==> src/rtl/multicycle_control_if.sv <==
// ============================================================================
// Module   : multicycle_control_if
// Brief    : Opcode/handshake inputs and datapath control outputs of the
//            multi-cycle MIPS sequencer.
// Revision : 1.0
// ============================================================================
`default_nettype none

interface multicycle_control_if #(
    parameter int ALUOP_W = 4
);
    logic [5:0]         op;
    logic               mem_ready;
    logic               pc_write;
    logic               pc_write_cond;
    logic               pc_write_ncond;
    logic               iord;
    logic               mem_read;
    logic               mem_write;
    logic               ir_write;
    logic               reg_write;
    logic               reg_dst;
    logic               mem_to_reg;
    logic               jal;
    logic               ui;
    logic               alu_src_a;
    logic [1:0]         alu_src_b;
    logic [ALUOP_W-1:0] alu_op;
    logic [1:0]         pc_source;
    logic               illegal;
    logic [3:0]         state;

    modport master (
        input  op, mem_ready,
        output pc_write, pc_write_cond, pc_write_ncond, iord, mem_read, mem_write,
               ir_write, reg_write, reg_dst, mem_to_reg, jal, ui, alu_src_a,
               alu_src_b, alu_op, pc_source, illegal, state
    );

    modport slave (
        output op, mem_ready,
        input  pc_write, pc_write_cond, pc_write_ncond, iord, mem_read, mem_write,
               ir_write, reg_write, reg_dst, mem_to_reg, jal, ui, alu_src_a,
               alu_src_b, alu_op, pc_source, illegal, state
    );
endinterface

`default_nettype wire

==> src/rtl/multicycle_control.sv <==
// ============================================================================
// Module   : multicycle_control
// Brief    : Moore sequencer for the shared-memory multi-cycle MIPS datapath.
//            Define MULTICYCLE_CONTROL_STALL_EN to honour the mem_ready wait.
// Revision : 1.0
// ============================================================================
`default_nettype none

module multicycle_control #(
    parameter int ALUOP_W = 4
) (
    input  logic                 clk,
    input  logic                 rst,
    multicycle_control_if.master bus
);

    typedef enum logic [3:0] {
        S_FETCH  = 4'd0,  S_DECODE = 4'd1,  S_MEMADR = 4'd2,  S_MEMRD  = 4'd3,
        S_MEMWB  = 4'd4,  S_MEMWR  = 4'd5,  S_EXEC   = 4'd6,  S_RWB    = 4'd7,
        S_IEXEC  = 4'd8,  S_IWB    = 4'd9,  S_BRANCH = 4'd10, S_JUMP   = 4'd11,
        S_JAL    = 4'd12
    } state_t;

    localparam logic [5:0] c_op_rtype = 6'b000000;
    localparam logic [5:0] c_op_j     = 6'b000010;
    localparam logic [5:0] c_op_jal   = 6'b000011;
    localparam logic [5:0] c_op_beq   = 6'b000100;
    localparam logic [5:0] c_op_bne   = 6'b000101;
    localparam logic [5:0] c_op_addiu = 6'b001001;
    localparam logic [5:0] c_op_slti  = 6'b001010;
    localparam logic [5:0] c_op_sltiu = 6'b001011;
    localparam logic [5:0] c_op_andi  = 6'b001100;
    localparam logic [5:0] c_op_ori   = 6'b001101;
    localparam logic [5:0] c_op_xori  = 6'b001110;
    localparam logic [5:0] c_op_lui   = 6'b001111;
    localparam logic [5:0] c_op_lw    = 6'b100011;
    localparam logic [5:0] c_op_sw    = 6'b101011;

    localparam logic [3:0] c_alu_add   = 4'b0000;
    localparam logic [3:0] c_alu_sub   = 4'b0001;
    localparam logic [3:0] c_alu_funct = 4'b0010;
    localparam logic [3:0] c_alu_lui   = 4'b0011;
    localparam logic [3:0] c_alu_slt   = 4'b0100;
    localparam logic [3:0] c_alu_and   = 4'b0101;
    localparam logic [3:0] c_alu_or    = 4'b0110;
    localparam logic [3:0] c_alu_xor   = 4'b0111;
    localparam logic [3:0] c_alu_sltu  = 4'b1001;

    state_t     r_state;
    logic       w_ready;
    logic       w_imm_ui;
    logic [3:0] w_imm_alu;
    logic [3:0] w_alu_op;

`ifdef MULTICYCLE_CONTROL_STALL_EN
    assign w_ready = bus.mem_ready;
`else
    // Handshake disabled: every memory access completes in a single cycle.
    assign w_ready = bus.mem_ready | 1'b1;
`endif

    always_comb begin
        w_imm_alu = c_alu_add;
        w_imm_ui  = 1'b0;
        case (bus.op)
            c_op_lui:   w_imm_alu = c_alu_lui;
            c_op_addiu: begin w_imm_alu = c_alu_add;  w_imm_ui = 1'b1; end
            c_op_andi:  begin w_imm_alu = c_alu_and;  w_imm_ui = 1'b1; end
            c_op_ori:   begin w_imm_alu = c_alu_or;   w_imm_ui = 1'b1; end
            c_op_xori:  begin w_imm_alu = c_alu_xor;  w_imm_ui = 1'b1; end
            c_op_slti:  w_imm_alu = c_alu_slt;
            c_op_sltiu: begin w_imm_alu = c_alu_sltu; w_imm_ui = 1'b1; end
            default:    ;
        endcase
    end

    always_ff @(posedge clk) begin
        if (rst) begin
            r_state <= S_FETCH;
        end else begin
            case (r_state)
                S_FETCH:  if (w_ready) r_state <= S_DECODE;
                S_DECODE: begin
                    case (bus.op)
                        c_op_lw, c_op_sw:                    r_state <= S_MEMADR;
                        c_op_rtype:                          r_state <= S_EXEC;
                        c_op_lui, c_op_addiu, c_op_andi, c_op_ori,
                        c_op_xori, c_op_slti, c_op_sltiu:    r_state <= S_IEXEC;
                        c_op_beq, c_op_bne:                  r_state <= S_BRANCH;
                        c_op_j:                              r_state <= S_JUMP;
                        c_op_jal:                            r_state <= S_JAL;
                        default:                             r_state <= S_FETCH;
                    endcase
                end
                S_MEMADR: r_state <= (bus.op == c_op_sw) ? S_MEMWR : S_MEMRD;
                S_MEMRD:  if (w_ready) r_state <= S_MEMWB;
                S_MEMWR:  if (w_ready) r_state <= S_FETCH;
                S_EXEC:   r_state <= S_RWB;
                S_IEXEC:  r_state <= S_IWB;
                default:  r_state <= S_FETCH;
            endcase
        end
    end

    // Outputs are pure decode; reset gates them so an aborted access never completes.
    always_comb begin
        bus.pc_write       = 1'b0;
        bus.pc_write_cond  = 1'b0;
        bus.pc_write_ncond = 1'b0;
        bus.iord           = 1'b0;
        bus.mem_read       = 1'b0;
        bus.mem_write      = 1'b0;
        bus.ir_write       = 1'b0;
        bus.reg_write      = 1'b0;
        bus.reg_dst        = 1'b0;
        bus.mem_to_reg     = 1'b0;
        bus.jal            = 1'b0;
        bus.ui             = 1'b0;
        bus.alu_src_a      = 1'b0;
        bus.alu_src_b      = 2'b00;
        bus.pc_source      = 2'b00;
        bus.illegal        = 1'b0;
        w_alu_op           = c_alu_add;
        if (!rst) begin
            case (r_state)
                S_FETCH: begin
                    bus.mem_read  = 1'b1;
                    bus.alu_src_b = 2'b01;
                    bus.ir_write  = w_ready;
                    bus.pc_write  = w_ready;
                end
                S_DECODE: begin
                    bus.alu_src_b = 2'b11;
                    case (bus.op)
                        c_op_lw, c_op_sw, c_op_rtype, c_op_lui, c_op_addiu,
                        c_op_andi, c_op_ori, c_op_xori, c_op_slti, c_op_sltiu,
                        c_op_beq, c_op_bne, c_op_j, c_op_jal: bus.illegal = 1'b0;
                        default:                               bus.illegal = 1'b1;
                    endcase
                end
                S_MEMADR: begin bus.alu_src_a = 1'b1; bus.alu_src_b = 2'b10; end
                S_MEMRD:  begin bus.mem_read  = 1'b1; bus.iord = 1'b1; end
                S_MEMWB:  begin bus.reg_write = 1'b1; bus.mem_to_reg = 1'b1; end
                S_MEMWR:  begin bus.mem_write = 1'b1; bus.iord = 1'b1; end
                S_EXEC:   begin bus.alu_src_a = 1'b1; w_alu_op = c_alu_funct; end
                S_RWB:    begin bus.reg_write = 1'b1; bus.reg_dst = 1'b1; end
                S_IEXEC: begin
                    bus.alu_src_a = 1'b1;
                    bus.alu_src_b = 2'b10;
                    w_alu_op      = w_imm_alu;
                    bus.ui        = w_imm_ui;
                end
                S_IWB:    begin bus.reg_write = 1'b1; bus.ui = w_imm_ui; end
                S_BRANCH: begin
                    bus.alu_src_a      = 1'b1;
                    w_alu_op           = c_alu_sub;
                    bus.pc_source      = 2'b01;
                    bus.pc_write_cond  = (bus.op == c_op_beq);
                    bus.pc_write_ncond = (bus.op == c_op_bne);
                end
                S_JUMP:   begin bus.pc_write = 1'b1; bus.pc_source = 2'b10; end
                S_JAL: begin
                    bus.pc_write  = 1'b1;
                    bus.pc_source = 2'b10;
                    bus.reg_write = 1'b1;
                    bus.jal       = 1'b1;
                end
                default:  ;
            endcase
        end
    end

    assign bus.alu_op = ALUOP_W'(w_alu_op);
    assign bus.state  = rst ? 4'd0 : r_state;

endmodule

`default_nettype wire

==> src/flat_wrapper.sv <==
// flat-port wrapper written by rule: the top's interface ports become plain ports
module multicycle_control_flat 
#(
    parameter int ALUOP_W = 4
)
  (clk, rst, bus_op, bus_mem_ready, bus_pc_write, bus_pc_write_cond, bus_pc_write_ncond, bus_iord, bus_mem_read, bus_mem_write, bus_ir_write, bus_reg_write, bus_reg_dst, bus_mem_to_reg, bus_jal, bus_ui, bus_alu_src_a, bus_alu_src_b, bus_alu_op, bus_pc_source, bus_illegal, bus_state);
  multicycle_control_if #(.ALUOP_W(ALUOP_W)) bus_i ();
  input  logic clk;
  input  logic rst;
  input wire logic [$bits(bus_i.op)-1:0] bus_op;
  input wire logic [$bits(bus_i.mem_ready)-1:0] bus_mem_ready;
  output wire logic [$bits(bus_i.pc_write)-1:0] bus_pc_write;
  output wire logic [$bits(bus_i.pc_write_cond)-1:0] bus_pc_write_cond;
  output wire logic [$bits(bus_i.pc_write_ncond)-1:0] bus_pc_write_ncond;
  output wire logic [$bits(bus_i.iord)-1:0] bus_iord;
  output wire logic [$bits(bus_i.mem_read)-1:0] bus_mem_read;
  output wire logic [$bits(bus_i.mem_write)-1:0] bus_mem_write;
  output wire logic [$bits(bus_i.ir_write)-1:0] bus_ir_write;
  output wire logic [$bits(bus_i.reg_write)-1:0] bus_reg_write;
  output wire logic [$bits(bus_i.reg_dst)-1:0] bus_reg_dst;
  output wire logic [$bits(bus_i.mem_to_reg)-1:0] bus_mem_to_reg;
  output wire logic [$bits(bus_i.jal)-1:0] bus_jal;
  output wire logic [$bits(bus_i.ui)-1:0] bus_ui;
  output wire logic [$bits(bus_i.alu_src_a)-1:0] bus_alu_src_a;
  output wire logic [$bits(bus_i.alu_src_b)-1:0] bus_alu_src_b;
  output wire logic [$bits(bus_i.alu_op)-1:0] bus_alu_op;
  output wire logic [$bits(bus_i.pc_source)-1:0] bus_pc_source;
  output wire logic [$bits(bus_i.illegal)-1:0] bus_illegal;
  output wire logic [$bits(bus_i.state)-1:0] bus_state;
  assign bus_i.op = bus_op;
  assign bus_i.mem_ready = bus_mem_ready;
  assign bus_pc_write = bus_i.pc_write;
  assign bus_pc_write_cond = bus_i.pc_write_cond;
  assign bus_pc_write_ncond = bus_i.pc_write_ncond;
  assign bus_iord = bus_i.iord;
  assign bus_mem_read = bus_i.mem_read;
  assign bus_mem_write = bus_i.mem_write;
  assign bus_ir_write = bus_i.ir_write;
  assign bus_reg_write = bus_i.reg_write;
  assign bus_reg_dst = bus_i.reg_dst;
  assign bus_mem_to_reg = bus_i.mem_to_reg;
  assign bus_jal = bus_i.jal;
  assign bus_ui = bus_i.ui;
  assign bus_alu_src_a = bus_i.alu_src_a;
  assign bus_alu_src_b = bus_i.alu_src_b;
  assign bus_alu_op = bus_i.alu_op;
  assign bus_pc_source = bus_i.pc_source;
  assign bus_illegal = bus_i.illegal;
  assign bus_state = bus_i.state;
  multicycle_control #(.ALUOP_W(ALUOP_W)) u_core (.clk(clk), .rst(rst), .bus(bus_i));
endmodule
==> config.mk <==
export PLATFORM = sky130hd
export DESIGN_NAME = multicycle_control_flat
export DESIGN_NICKNAME = d
export VERILOG_FILES = /design/src/rtl/multicycle_control_if.sv /design/src/rtl/multicycle_control.sv /design/src/flat_wrapper.sv
export SDC_FILE = /design/constraint.sdc
export NUM_CORES = 1
export LEC_CHECK = 0
export ABC_AREA = 1
export ABC_CLOCK_PERIOD_IN_PS = 1700
export CAP_MARGIN = 40
export CORE_UTILIZATION = 41
export CTS_CLUSTER_DIAMETER = 60
export CTS_CLUSTER_SIZE = 8
export DETAILED_ROUTE_END_ITERATION = 8
export GPL_TIMING_DRIVEN = 0
export PLACE_DENSITY = 0.87
export SYNTH_ARGS = -nofsm -noshare
export SYNTH_HDL_FRONTEND = slang
export SYNTH_SLANG_ARGS = --single-unit
==> constraint.sdc <==
create_clock -name clk -period 1.7 [get_ports clk]
set_clock_uncertainty 0.15 [all_clocks]
set_input_delay 0.255 -clock clk [delete_from_list [all_inputs] [get_ports clk]]
set_output_delay 0.255 -clock clk [all_outputs]
set_load 0.01 [all_outputs]
==> results.ini, run 1 <==
[pwr]
power_density_mw_per_mm2 = 325
power.net_switching_uw = 191
clockPowerShare_pct = 25.2
ir_drop_v = 0.000339
p_leak_nw = 0.710
p_seq_share_pct = 23.3
switching_share_pct = 42.1
pwr-share-comb_pct = 51.5
intPower_uw = 262

[detailed_routing]
antenna_left = 0
num_vias = 1287
via_per_inst = 5.72
drc = 0
wl_mm = 3.86
wl_per_cell_um = 17.2
drt_iter0_markers = 86
drt_pass1_iterations = 4

[clock_tree]
ctsLongestPathBuffers = 2
cts_sinks = 4
numCtsBuffers = 3
cts_tree = yes
clk_latency_ns = 0.23
htreeDepth = 1
clk_pin_slew_ns = 0.04
root_buffer = clkbuf_4

[sta]
tightest_slew_ns = 0.324
min_period_over_period_pct = 104
max_slew_margin_pct = 78.3
setup_viol_count_final = 11
period_minus_slack_ns = 1.78
fin_hold_ws_ns = 0.422
report.final.slew_viol_count = 0
finalSetupTns_ns = -0.291
fmax_mhz = 563
rsz0062_at_grt = yes
final_hold_viol_count = 0
layout_setup_ws_ns = -0.0765

[placement]
gp_congestion = 0.891
dp_hpwl_mm = 1.87
numPortBuffers = 33
place_area_mm2 = 0.00112

[worst_setup_path]
path_class = register to output port
cp.arrival_ns = 1.37
path_cells = nor2_4 > inv_4 > nor2_1 > nand4_1 > inv_1 > buf_2
crit_fanout = 5
cp-start-kind = register
required_ns = 1.29
slowest_stage = dfxtp_4
end_kind = output port
critPathMaxStageDelay_ns = 0.38

[global_route]
grt_overflow = 0
grt_pass1_wl_mm = 5.24
grt_usage_pct = 36.0
antenna_found_initial = 0
grt_start_max_net_pins = 11
grt_pass1_vias = 1103

[synth]
synth_flop_cell = dfxtp_1
synth_enable_flop_cells = 0
synth_top_cell_by_area = nand2_1
synthArstFlopShare_pct = 0
yosys_warnings = 0
synthesis.area_um2 = 763
yosys_register_bits = 4
synth_nets = 154
postSynthAreaPerCell_um2 = 5.41
synth-seq-area-share_pct = 10.5
synth.top_cell.area_share_pct = 13.8
synth.area.top_cells = nand2_1, nor2_1, dfxtp_1
synth_cells = 141
synth.distinct_cells = 23

[layout]
regMostFlops = u_core.r_state
postLayoutCoreUtil_pct = 80.7
drive_gt1_share_pct = 56.5
reg_top3 = u_core.r_state (4)
mostFrequentLayoutCells = buf_4, nor2_1, nand2_1
multi_input_area_um2 = 737
nets = 215
fin_area_mm2 = 0.00139
fill_cells = 120
num_antenna_cells = 0
syn2layout_area_growth_pct = 82.5
largest_reg_flops = 4
seq_area_um2 = 95.1

[floorplanning]
core_mm2 = 0.00173
die_width_um = 45.1
initial_core_util_pct = 44.2
ios = 35
fp.dieH_um = 45.1
dieArea_mm2 = 0.00204
num_rows = 15

[worst_hold_path]
hold_path.class = input pin to register

[run_status]
status = complete, but fails checks
violations = setup timing

[run]
drv_cap = 0

## layout make-up
| class | count | area share, % |
|---|---|---|
| tap | 25 | 2.25 |
| sequential | 4 | 6.83 |
| multi-input combinational | 110 | 52.9 |
| clock buffer | 3 | 1.62 |
| buffer | 2 | 1.35 |
| timing repair buffer | 55 | 26.6 |
| inverter | 26 | 8.45 |
## cell usage after synthesis (3+ instances only)
cell / n
inv_1: 19
inv_2: 6
nor2_4: 4
nor3_1: 6
nand3_1: 14
nand4_1: 3
dfxtp_1: 4
ha_1: 4
a21oi_1: 7
nand2_1: 28
nor2_1: 26
o21ai_1: 4
nand2_2: 3
## cells by family after synthesis
kind of cell,after synthesis,share of synthesized area [%]
and+or+nand+nor,91,58.9
buffers and inverters,28,14.4
adders and majority gates,4,6.56
AOI/OAI and AO/OA,14,9.67
DFF,4,10.5
## power by group through the flow
stage          registers, mW  clock network, mW  logic, mW
2_1_floorplan          0.106                  0      0.101
3_3_place_gp           0.107                  0      0.173
3_5_place_dp           0.107                  0      0.176
4_1_cts                0.103              0.122      0.196
5_1_grt                0.105              0.124      0.247
6_report               0.106              0.114      0.233
## critical path: cells and delay by family (launching register included)
| family | cells | cell delay, ns |
|---|---|---|
| buffers and inverters | 3 | 0.31 |
| flip-flops | 1 | 0.38 |
| AND/OR/NAND/NOR | 3 | 0.45 |
## worst paths after layout
check / startpoint / endpoint / slack [ns] / cells after the start
hold / removal: bus_op[1] / u_core.r_state[3]$_SDFF_PP0_ / 0.42 / 5
setup reg to reg: u_core.r_state[2]$_SDFF_PP0_ / u_core.r_state[2]$_SDFF_PP0_ / 0.21 / 7
setup / recovery: u_core.r_state[2]$_SDFF_PP0_ / bus_illegal / -0.08 / 6
hold reg to reg: u_core.r_state[3]$_SDFF_PP0_ / u_core.r_state[0]$_SDFF_PP0_ / 0.62 / 3
## metrics by stage
step	total power [mW]	cells	setup slack, ns
finish	0.453	225	-0.0765
global route	0.476	225	-0.110
CTS	0.421	221	-0.0683
detailed placement	0.284	199	-0.838
global placement	0.280	199	-0.814
floorplan	0.207	141	0.292
## layer usage
layer | share of wire, % | vias up | GRT usage (%)
met5 | 0 | - | 0
li1 | - | 568 | -
met1 | 38 | 577 | 47.6
met4 | 4.8 | 0 | 21.8
met3 | 11 | 30 | 10.4
met2 | 47 | 112 | 51.0
## repair_timing
action | 4_1_cts | 5_1_grt
gates resized for setup | 128 | 51
buffers inserted | 18 | 4
endpoints found under the setup margin | 26 | 21
pin swaps | 10 | 11
cloned | 1 | 0
hold buffers | 0 | 0
No activity file was read; power rests on OpenSTA's default activity.
==> run 2: changes to the inputs <==
- CORE_UTILIZATION: 41 -> 31
- PLACE_DENSITY: 0.87 -> 0.7
==> results.ini, run 2 (synthesis gave the netlist of run 1 again) <==
[clock_tree]
root_buffer = clkbuf_4
htreeDepth = 1  ; unchanged
ctsLongestPathBuffers = 2  ; unchanged
numCtsBuffers = 3  ; unchanged
cts_tree = yes
clk_pin_slew_ns = 0.04  ; about the same
cts_sinks = 4  ; unchanged
hold_buffers = 0  ; unchanged
clk_latency_ns = 0.23  ; about the same

[floorplanning]
dieArea_mm2 = 0.00266  ; +31%
fp.dieH_um = 51.6  ; +14%
die_width_um = 51.6  ; +14%
initial_core_util_pct = 33.5  ; -11 points
num_rows = 17  ; +2
ios = 35  ; unchanged
core_mm2 = 0.00228  ; +32%

[placement]
place_area_mm2 = 0.00113  ; +0.33%
gp_congestion = 0.879  ; -1.4%
numPortBuffers = 33  ; unchanged
dp_hpwl_mm = 1.78  ; -4.8%
pre_cts_slack_ns = -0.867  ; -0.0292 ns

[sta]
setup_viol_count_final = 7  ; -4
report.final.slew_viol_count = 0  ; unchanged
final_hold_viol_count = 0  ; unchanged
rsz0062_at_grt = yes
finalSetupTns_ns = -0.210  ; +0.0807 ns
layout_setup_ws_ns = -0.0485  ; +0.0279 ns
min_period_over_period_pct = 103  ; -1.6 points
max_slew_margin_pct = 82.2  ; +3.9 points
fmax_mhz = 572  ; +1.6%
period_minus_slack_ns = 1.75  ; -0.0279 ns
tightest_slew_ns = 0.266  ; -0.0581 ns

[layout]
num_antenna_cells = 0  ; unchanged
postLayoutCoreUtil_pct = 62.0  ; -19 points
final_common_cell = nor2_1
regMostFlops = u_core.r_state
largest_reg_flops = 4  ; unchanged
drive_gt1_share_pct = 55.6  ; -0.94 points
syn2layout_area_growth_pct = 84.8
mostFrequentLayoutCells = nor2_1, nand2_1, buf_4, buf_2, inv_1
fin_area_mm2 = 0.00141  ; +1.3%
nets = 213  ; -0.93%
reg_top3 = u_core.r_state (4)

[worst_hold_path]
whs_endpoint = u_core.r_state[1]$_SDFF_PP0_
holdPathStages = 3  ; -2
hold_start = rst
hold_path.class = input pin to register

[detailed_routing]
via_per_inst = 5.30  ; -7.3%
wl_per_cell_um = 15.1  ; -12%
drt_pass1_iterations = 4  ; unchanged
wl_mm = 3.41  ; -12%
num_vias = 1198  ; -6.9%
drc = 0  ; unchanged
drt_iter0_markers = 36  ; -58%
antenna_left = 0  ; unchanged

[worst_setup_path]
cp.arrival_ns = 1.34  ; -0.03 ns
path_class = register to output port
cp-start-kind = register
crit_fanout = 4  ; -1
reg2regPathDepth = 8  ; +1
reg2reg_from = u_core.r_state[2]$_SDFF_PP0_
rr_endpoint = u_core.r_state[2]$_SDFF_PP0_
reg2reg_slack_ns = 0.38  ; +0.17 ns
required_ns = 1.29  ; about the same
end_kind = output port

[run_status]
violations = setup timing
status = complete, but fails checks

[global_route]
met2_usage_pct = 45.7  ; -5.3 points
grt_start_max_net_pins = 11  ; unchanged
grt_pass1_vias = 1090  ; -1.2%
grt_usage_pct = 26.0  ; -10 points
met3_usage_pct = 2.34  ; -8.1 points
met1_usage_pct = 32.8  ; -15 points
grt_pass1_wl_mm = 5.15  ; -1.6%
antenna_found_initial = 0  ; unchanged
grt.busiest_layer = met2
grt_overflow = 0  ; unchanged

[pwr]
p_leak_nw = 0.718  ; +1.2%
ir_drop_v = 0.000397  ; +17%
power_density_mw_per_mm2 = 321  ; -1.4%

[run]
drv_cap = 0  ; unchanged

## run 2: cell types whose count changed in the layout (fill, tap and decap cells not counted), sizes merged
cell,delta
clkbuf,+1
clkdlybuf4s15,+1
buf,-3
nor2,-1
## run 2: worst max-delay path by stage
stage                                      start                  to  slack (ns)  depth (start not counted)
detailed placement                     bus_op[0]              bus_ui       -0.87                          9
CTS                 u_core.r_state[2]$_SDFF_PP0_  bus_pc_write_ncond       -0.03                          7
global placement                       bus_op[0]              bus_ui       -0.82                          9
global route        u_core.r_state[1]$_SDFF_PP0_        bus_pc_write        -0.1                          6
finish              u_core.r_state[1]$_SDFF_PP0_    bus_pc_source[1]       -0.05                          6
floorplan           u_core.r_state[0]$_SDFF_PP0_  bus_pc_write_ncond        0.29                          5
## run 2: layer usage
metal | share of wire (%) | vias to the layer above | routed length [µm]
met1 | 39 | 539 | 1320
met2 | 50 | 75 | 1710
met4 | 4.4 | 0 | 150
li1 | - | 566 | -
met5 | 0 | - | 0
met3 | 6.7 | 18 | 229
## run 2: critical path, stage by stage, from the launching register on
cell and delay [ns]:
dfxtp_4 0.39, buf_4 0.15, nand2_2 0.07, nor2_1 0.12, nor2_1 0.07, nor2_1 0.15
buf_2 0.15
## run 2: repair_timing
action                                  4_1_cts  5_1_grt
setup buffers                                19        2
endpoints found under the setup margin       26       22
pin swaps                                     8        9
gates resized for setup                     131       47
## run 2: final cells by class
type | instances | area (µm²)
Timing Repair Buffer | 54 | 373
Fill cell | 197 | 866
Clock buffer | 3 | 22.5
Inverter | 26 | 115
Tap cell | 28 | 35.0
Sequential cell | 4 | 95.1
Buffer | 2 | 18.8
Multi-Input combinational cell | 109 | 751
## run 2: metrics by stage
stage,power [mW],hold slack (ns),instances
6_report,0.452,0.298,226
5_1_grt,0.486,0.307,226
4_1_cts,0.422,0.344,224
3_5_place_dp,0.281,0.524,202
3_3_place_gp,0.281,0.527,202
2_1_floorplan,0.207,0.319,141
## run 2: report_power, final
part,total (mW),internal (mW),switching [mW]
Combinational,0.234,0.0898,0.144
Clock,0.116,0.0788,0.0367
Sequential,0.103,0.0952,0.00788
